[config.mk]
export PLATFORM = sky130hd
export DESIGN_NAME = mp_add_scheduler
export DESIGN_NICKNAME = d
export VERILOG_FILES = /design/src/rtl/mp_add_scheduler_pkg.sv /design/src/rtl/mp_add_scheduler_ks.sv /design/src/rtl/mp_add_scheduler.sv
export SDC_FILE = /design/constraint.sdc
export NUM_CORES = 1
export LEC_CHECK = 0
export ABC_CLOCK_PERIOD_IN_PS = 9000
export CORE_AREA = 2 2 158 160
export CTS_BUF_LIST = sky130_fd_sc_hd__clkbuf_8
export DETAILED_ROUTE_END_ITERATION = 10
export DIE_AREA = 0 0 160 162
export GPL_ROUTABILITY_DRIVEN = 0
export HOLD_SLACK_MARGIN = 0.15
export PLACE_DENSITY = 0.89
export SETUP_SLACK_MARGIN = 0.1
export SYNTH_ARGS = -nofsm -noshare
export SYNTH_HDL_FRONTEND = slang
export SYNTH_SLANG_ARGS = --single-unit
[constraint.sdc]
create_clock -name clk -period 9 [get_ports clk]
set_clock_uncertainty 0.05 [all_clocks]
set_input_delay 0.9 -clock clk [delete_from_list [all_inputs] [get_ports clk]]
set_output_delay 0.9 -clock clk [all_outputs]
set_load 0.02 [all_outputs]
[src/rtl/mp_add_scheduler_pkg.sv]
// mp_add_scheduler_pkg: FSM state enumeration and word width shared by the scheduler files
package mp_add_scheduler_pkg;
  localparam int WORD_W = 16;
  typedef enum logic [1:0] {IDLE, RUN, DONE} state_t;
endpackage

[src/rtl/mp_add_scheduler_ks.sv]
// mp_add_scheduler_ks: 16-bit Kogge-Stone adder (A, B, Cin in; S, Cout out)
module mp_add_scheduler_ks (
  input  logic [15:0] A,
  input  logic [15:0] B,
  input  logic        Cin,
  output logic [15:0] S,
  output logic        Cout
);
  logic [15:0] w_g, w_p, w_gn, w_pn, w_p0, w_c;
  always_comb begin
    w_g = A & B;
    w_p = A ^ B;
    w_p0 = w_p;
    w_gn = w_g;
    w_pn = w_p;
    for (int l = 1; l < 16; l = l * 2) begin
      w_gn = w_g;
      w_pn = w_p;
      for (int i = l; i < 16; i++) begin
        w_gn[i] = w_g[i] | (w_p[i] & w_g[i-l]);
        w_pn[i] = w_p[i] & w_p[i-l];
      end
      w_g = w_gn;
      w_p = w_pn;
    end
    w_c = w_g | (w_p & {16{Cin}});
  end
  assign S = w_p0 ^ {w_c[14:0], Cin};
  assign Cout = w_c[15];
endmodule

[src/rtl/mp_add_scheduler.sv]
// mp_add_scheduler: two-requester round-robin multi-word adder (req_* in, out_* result) using one 16-bit adder per cycle
module mp_add_scheduler
  import mp_add_scheduler_pkg::*;
#(
  parameter int WORDS = 4
) (
  input  logic                      clk,
  input  logic                      rst,
  input  logic [1:0]                req_valid,
  output logic [1:0]                req_ready,
  input  logic [WORD_W*WORDS-1:0]   req_a0,
  input  logic [WORD_W*WORDS-1:0]   req_b0,
  input  logic [WORD_W*WORDS-1:0]   req_a1,
  input  logic [WORD_W*WORDS-1:0]   req_b1,
  input  logic [1:0]                req_cin,
  output logic                      out_valid,
  input  logic                      out_ready,
  output logic [WORD_W*WORDS-1:0]   out_sum,
  output logic                      out_cout,
  output logic                      out_id
);
  localparam int KW = WORDS > 1 ? $clog2(WORDS) : 1;
  state_t r_state, w_next;
  logic [KW-1:0] r_k;
  logic r_rr, r_carry, r_cin, r_id, r_cout, r_oid;
  logic [WORDS-1:0][WORD_W-1:0] r_a, r_b, r_res, r_sum, w_res;
  logic [1:0] w_gnt;
  logic w_acc, w_sel, w_last, w_ci, w_co;
  logic [WORD_W-1:0] w_s;
  assign w_gnt = &req_valid ? (r_rr ? 2'b10 : 2'b01) : req_valid;
  assign w_acc = |(req_valid & req_ready);
  assign w_sel = req_ready[1];
  assign w_last = r_k == KW'(WORDS - 1);
  assign w_ci = r_k == '0 ? r_cin : r_carry;
  mp_add_scheduler_ks u_add (.A(r_a[r_k]), .B(r_b[r_k]), .Cin(w_ci), .S(w_s), .Cout(w_co));
  always_comb begin
    w_res = r_res;
    w_res[r_k] = w_s;
  end
  always_ff @(posedge clk or posedge rst)
    if (rst) r_state <= IDLE;
    else r_state <= w_next;
  always_comb
    w_next = r_state == IDLE ? (w_acc ? RUN : IDLE) :
             r_state == RUN  ? (w_last ? DONE : RUN) :
             (out_ready ? IDLE : DONE);
  always_comb begin
    req_ready = (r_state == IDLE && !rst) ? w_gnt : 2'b00;
    out_valid = r_state == DONE;
  end
  always_ff @(posedge clk or posedge rst)
    if (rst) begin
      {r_k, r_rr, r_carry, r_cin, r_id, r_cout, r_oid} <= '0;
      {r_a, r_b, r_res, r_sum} <= '0;
    end else if (w_acc) begin
      r_a <= w_sel ? req_a1 : req_a0;
      r_b <= w_sel ? req_b1 : req_b0;
      r_cin <= req_cin[w_sel];
      r_id <= w_sel;
      r_rr <= ~w_sel;
      r_k <= '0;
    end else if (r_state == RUN) begin
      r_res <= w_res;
      r_carry <= w_co;
      r_k <= r_k + 1'b1;
      if (w_last) begin
        r_sum <= w_res;
        r_cout <= w_co;
        r_oid <= r_id;
      end
    end
  assign out_sum = r_sum;
  assign out_cout = r_cout;
  assign out_id = r_oid;
endmodule
==> flow_summary.html <==
<table>
<tr><th>Metric</th><th>Value</th></tr>
<tr><th colspan="2">Status</th></tr>
<tr><td>Result of the run</td><td>finished clean</td></tr>
<tr><th colspan="2">Place</th></tr>
<tr><td>Post-Place Setup Slack</td><td>4.591 ns</td></tr>
<tr><td>Post-detail-place hpwl</td><td>27270 um</td></tr>
<tr><td>Standard cell area after detailed placement</td><td>15340 um2</td></tr>
<tr><td>Port Buf Inserts</td><td>331</td></tr>
<tr><td>Post-Place Cells</td><td>1677</td></tr>
<tr><th colspan="2">GRT</th></tr>
<tr><td>Number of antenna violations at the first check in global routing</td><td>4</td></tr>
<tr><td>Vias in the first global route</td><td>10680</td></tr>
<tr><td>Pin count of the biggest net entering global routing</td><td>128</td></tr>
<tr><td>Global routing usage summed across all routing layers</td><td>0.2950</td></tr>
<tr><td>Total congestion overflow after global routing</td><td>0</td></tr>
<tr><td>Global-route wire length before repair</td><td>59250 um</td></tr>
<tr><th colspan="2">STA</th></tr>
<tr><td>Final hold viol count</td><td>0</td></tr>
<tr><td>Worst hold slack</td><td>0.4222 ns</td></tr>
<tr><td>Unrepaired setup endpoints after global routing</td><td>false</td></tr>
<tr><td>Crit path time final</td><td>4.447 ns</td></tr>
<tr><td>Max Freq</td><td>224.9 MHz</td></tr>
<tr><td>Worst slew pin tran</td><td>1.195 ns</td></tr>
<tr><td>Final period utilization</td><td>0.4941</td></tr>
<tr><td>Pins over their slew limit</td><td>0</td></tr>
<tr><td>Setup ws final</td><td>4.553 ns</td></tr>
<tr><td>TNS Setup</td><td>0 ns</td></tr>
<tr><td>Total setup violations reported at the end of the flow</td><td>0</td></tr>
<tr><td>Worst relative slew slack</td><td>0.2031</td></tr>
<tr><th colspan="2">Floorplan</th></tr>
<tr><td>Die extent in y</td><td>162 um</td></tr>
<tr><td>Initial core utilization</td><td>0.4922</td></tr>
<tr><td>I/O pin cnt</td><td>332</td></tr>
<tr><td>Core region area</td><td>24110 um2</td></tr>
<tr><td>Floorplan die area</td><td>25920 um2</td></tr>
<tr><td>Site row count</td><td>57</td></tr>
<tr><td>Die X-Extent</td><td>160 um</td></tr>
<tr><th colspan="2">Cells and area</th></tr>
<tr><td>Layout cell share with drive strength beyond 1</td><td>0.08696</td></tr>
<tr><td>Final cell count without fillers</td><td>1753</td></tr>
<tr><td>Commonest non-fill, non-tap cell in the layout</td><td>sky130_fd_sc_hd__clkdlybuf4s50_1</td></tr>
<tr><td>Final core area utilization</td><td>0.6732</td></tr>
<tr><td>Number of inserted filler cells in the final layout</td><td>1780</td></tr>
<tr><td>Commonest cells after routing, fill and taps aside</td><td>sky130_fd_sc_hd__clkdlybuf4s50_1 (331), sky130_fd_sc_hd__dfrtp_1 (249), sky130_fd_sc_hd__nand2_1 (141)</td></tr>
<tr><td>Nets</td><td>1681</td></tr>
<tr><td>Area Growth Syn to Fin</td><td>36.77%</td></tr>
<tr><td>Final standard cell area without fillers</td><td>16230 um2</td></tr>
<tr><th colspan="2">CTS</th></tr>
<tr><td>Maximum buffer depth of the clock tree</td><td>3</td></tr>
<tr><td>Clock root buffer</td><td>sky130_fd_sc_hd__clkbuf_8</td></tr>
<tr><td>Post-cts resize count</td><td>0</td></tr>
<tr><td>H-tree depth</td><td>2</td></tr>
<tr><td>Number of buffers inserted during clock tree synthesis</td><td>42</td></tr>
<tr><td>Clock sink count</td><td>250</td></tr>
<tr><td>Clock insertion delay at the later pin of the skew report</td><td>0.54 ns</td></tr>
<tr><td>Count of hold-fix buffers inserted at cts</td><td>0</td></tr>
<tr><td>Post-CTS setup buffer count</td><td>0</td></tr>
<tr><td>CTS tree</td><td>built</td></tr>
<tr><td>Clock slew at reported path FFs</td><td>0.06 ns</td></tr>
<tr><th colspan="2">Synth</th></tr>
<tr><td>Dominant combinational cell family by area after synthesis</td><td>compound AO/OA/AOI/OAI gates</td></tr>
<tr><td>Cell taking the most area after synthesis</td><td>sky130_fd_sc_hd__dfrtp_1</td></tr>
<tr><td>Count of state elements after synthesis</td><td>250</td></tr>
<tr><td>Share of cell area taken by muxes after synthesis</td><td>0.09903</td></tr>
<tr><td>Post-synthesis cell area</td><td>11860 um2</td></tr>
<tr><td>Sequential-to-total area share from yosys stat</td><td>0.5273</td></tr>
<tr><td>Adder-cell share of the synthesized area</td><td>0.02278</td></tr>
<tr><td>Fraction of the mapped netlist area in compound gates</td><td>0.1868</td></tr>
<tr><td>Share of flip-flops with an asynchronous set or reset after synthesis</td><td>1.000</td></tr>
<tr><td>Synthesized instance count</td><td>1103</td></tr>
<tr><td>Number of warnings issued by yosys</td><td>0</td></tr>
<tr><td>Simple-gate share of the synthesized area</td><td>0.08891</td></tr>
<tr><td>Distinct cells, synth</td><td>49</td></tr>
<tr><td>Leading cell types by total area after synthesis</td><td>sky130_fd_sc_hd__dfrtp_1 (53%), sky130_fd_sc_hd__a222oi_1 (8.4%), sky130_fd_sc_hd__mux4_2 (6.1%), sky130_fd_sc_hd__o21ai_0 (5.7%), sky130_fd_sc_hd__nand2_1 (4.5%)</td></tr>
<tr><td>Xor/xnor share of the synthesized area</td><td>0.01097</td></tr>
<tr><td>Mean area per synthesized cell</td><td>10.76 um2</td></tr>
<tr><td>Fraction of post-synthesis cell area in the top cell type by area</td><td>0.5273</td></tr>
<tr><td>Post-Syn Nets</td><td>1387</td></tr>
<tr><td>Most common flop cell mapped by yosys</td><td>sky130_fd_sc_hd__dfrtp_1</td></tr>
<tr><td>Number of flops mapped to enable cells by yosys</td><td>0</td></tr>
<tr><th colspan="2">Critical path</th></tr>
<tr><td>Worst setup SP type</td><td>primary input</td></tr>
<tr><td>Worst reg-to-reg path cell count</td><td>9</td></tr>
<tr><td>Type of element capturing the critical path</td><td>primary output</td></tr>
<tr><td>Type of the worst setup path</td><td>primary input to primary output</td></tr>
<tr><td>RR Startpoint</td><td>r_k[1]$_DFFE_PP0P_</td></tr>
<tr><td>Setup slack of the worst register-to-register path</td><td>4.83 ns</td></tr>
<tr><td>Biggest fanout along the worst timing path</td><td>62</td></tr>
<tr><td>Required arrival time at the worst endpoint</td><td>8.05 ns</td></tr>
<tr><td>Arrival time at the worst endpoint</td><td>3.50 ns</td></tr>
<tr><td>Reg-to-reg endpoint</td><td>out_sum[11]$_DFFE_PP0P_</td></tr>
<tr><th colspan="2">Power and ir drop</th></tr>
<tr><td>Power, Total</td><td>6.669 mW</td></tr>
<tr><td>Power per unit of standard cell area</td><td>411.0 nW/um2</td></tr>
<tr><td>Maximum ir drop on the vdd rail</td><td>0.0002629 V</td></tr>
<tr><td>Static Leakage</td><td>7.342 nW</td></tr>
<tr><th colspan="2">Routing</th></tr>
<tr><td>Mean routed wirelength per cell</td><td>21.70 um</td></tr>
<tr><td>Aggregate routed wire length</td><td>38040 um</td></tr>
<tr><td>First-pass detailed-route iteration total</td><td>9</td></tr>
<tr><td>DRC viols</td><td>0</td></tr>
<tr><td>Antenna Nets Post-Route</td><td>0</td></tr>
<tr><td>Routed via count</td><td>10480</td></tr>
<tr><td>Drt via density</td><td>5.979</td></tr>
<tr><td>Iteration-0 DRC count of the detailed router</td><td>1247</td></tr>
<tr><th colspan="2">Hold path</th></tr>
<tr><td>Worst Hold Endpoint</td><td>r_res[14]$_DFFE_PP0P_</td></tr>
<tr><td>Class of the tightest hold or removal check</td><td>flop to flop</td></tr>
<tr><td>Number of stages on the worst hold path</td><td>2</td></tr>
<tr><td>Min-delay src</td><td>r_res[14]$_DFFE_PP0P_</td></tr>
<tr><th colspan="2">Run</th></tr>
<tr><td>Max Cap Violations</td><td>0</td></tr>
</table>
==> power breakdown <==
part	internal, mW	total (mW)	switching (mW)
Sequential	1.65	2.00	0.349
Combinational	1.42	3.63	2.21
Clock	0.591	1.04	0.452
Total	3.66	6.67	3.01
==> synthesized netlist by cell type (all sizes together), types with 2 or more instances <==
library cell  instances
or3                   4
nand3                14
and3                  4
dfrtp               250
nand2               142
a311oi                3
mux4                 32
o31ai                 4
xnor2                10
nor3b                34
ha                   20
a21oi                44
nor3                  9
clkbuf               71
xor2                  4
mux2i                45
inv                 112
buf                  18
or2                   3
a21o                  7
nand2b                4
o21bai                3
o211ai                4
o21ai               138
nor2                  6
o22a                  2
and2                  2
a222oi              100
o21a                  2
a221oi                2
==> worst max-delay path by stage <==
stage	startpoint	to	slack, ns	cells past startpoint
floorplan	rst	out_cout$_DFFE_PP0P_	1.18	1
global placement	rst	req_ready[1]	4.67	4
detailed placement	rst	req_ready[1]	4.59	4
CTS	rst	req_ready[1]	4.59	4
global route	rst	req_ready[1]	4.49	4
finish	rst	req_ready[1]	4.55	4
==> layer usage <==
| layer | routed length (um) | track usage | up-vias |
|---|---|---|---|
| met1 | 13890 | 0.3507 | 5083 |
| met4 | 2127 | 0.1478 | 0 |
| met3 | 3386 | 0.07022 | 131 |
| met5 | 0 | 0 | - |
| li1 | - | - | 4631 |
| met2 | 18640 | 0.5055 | 636 |
==> critical path, stage by stage <==
cell and delay (ns):
sky130_fd_sc_hd__clkdlybuf4s50_1 0.52, sky130_fd_sc_hd__nor3_1 0.48, sky130_fd_sc_hd__and3_4 0.77, sky130_fd_sc_hd__clkdlybuf4s50_1 0.75
==> registers in the layout, indices dropped and copies added (netlist names) <==
register and count:
out_cout 1, out_id 1, out_sum 64, r_a 64, r_b 64, r_carry 1
r_cin 1, r_id 1, r_k 2, r_res 48, r_rr 1, r_state 2
==> logic make-up after synthesis <==
family                     after synthesis
AOI/OAI and AO/OA                      316
xor gates and xnor gates                14
adders and majority gates               21
buffers and inverters                  201
DFF                                    250
muxes                                   77
and+or+nand+nor                        224
==> layout make-up <==
| type | count | area, um2 | area share |
|---|---|---|---|
| sequential | 250 | 6257 | 0.3856 |
| multi-input combinational | 652 | 4875 | 0.3004 |
| timing repair buffer | 339 | 3373 | 0.2079 |
| clock buffer | 57 | 784.5 | 0.04835 |
| inverter | 112 | 427.9 | 0.02637 |
| tap | 324 | 405.4 | 0.02498 |
| clock inverter | 16 | 96.34 | 0.005937 |
| antenna | 3 | 7.507 | 0.0004626 |
(Power assumes the default switching activity.)
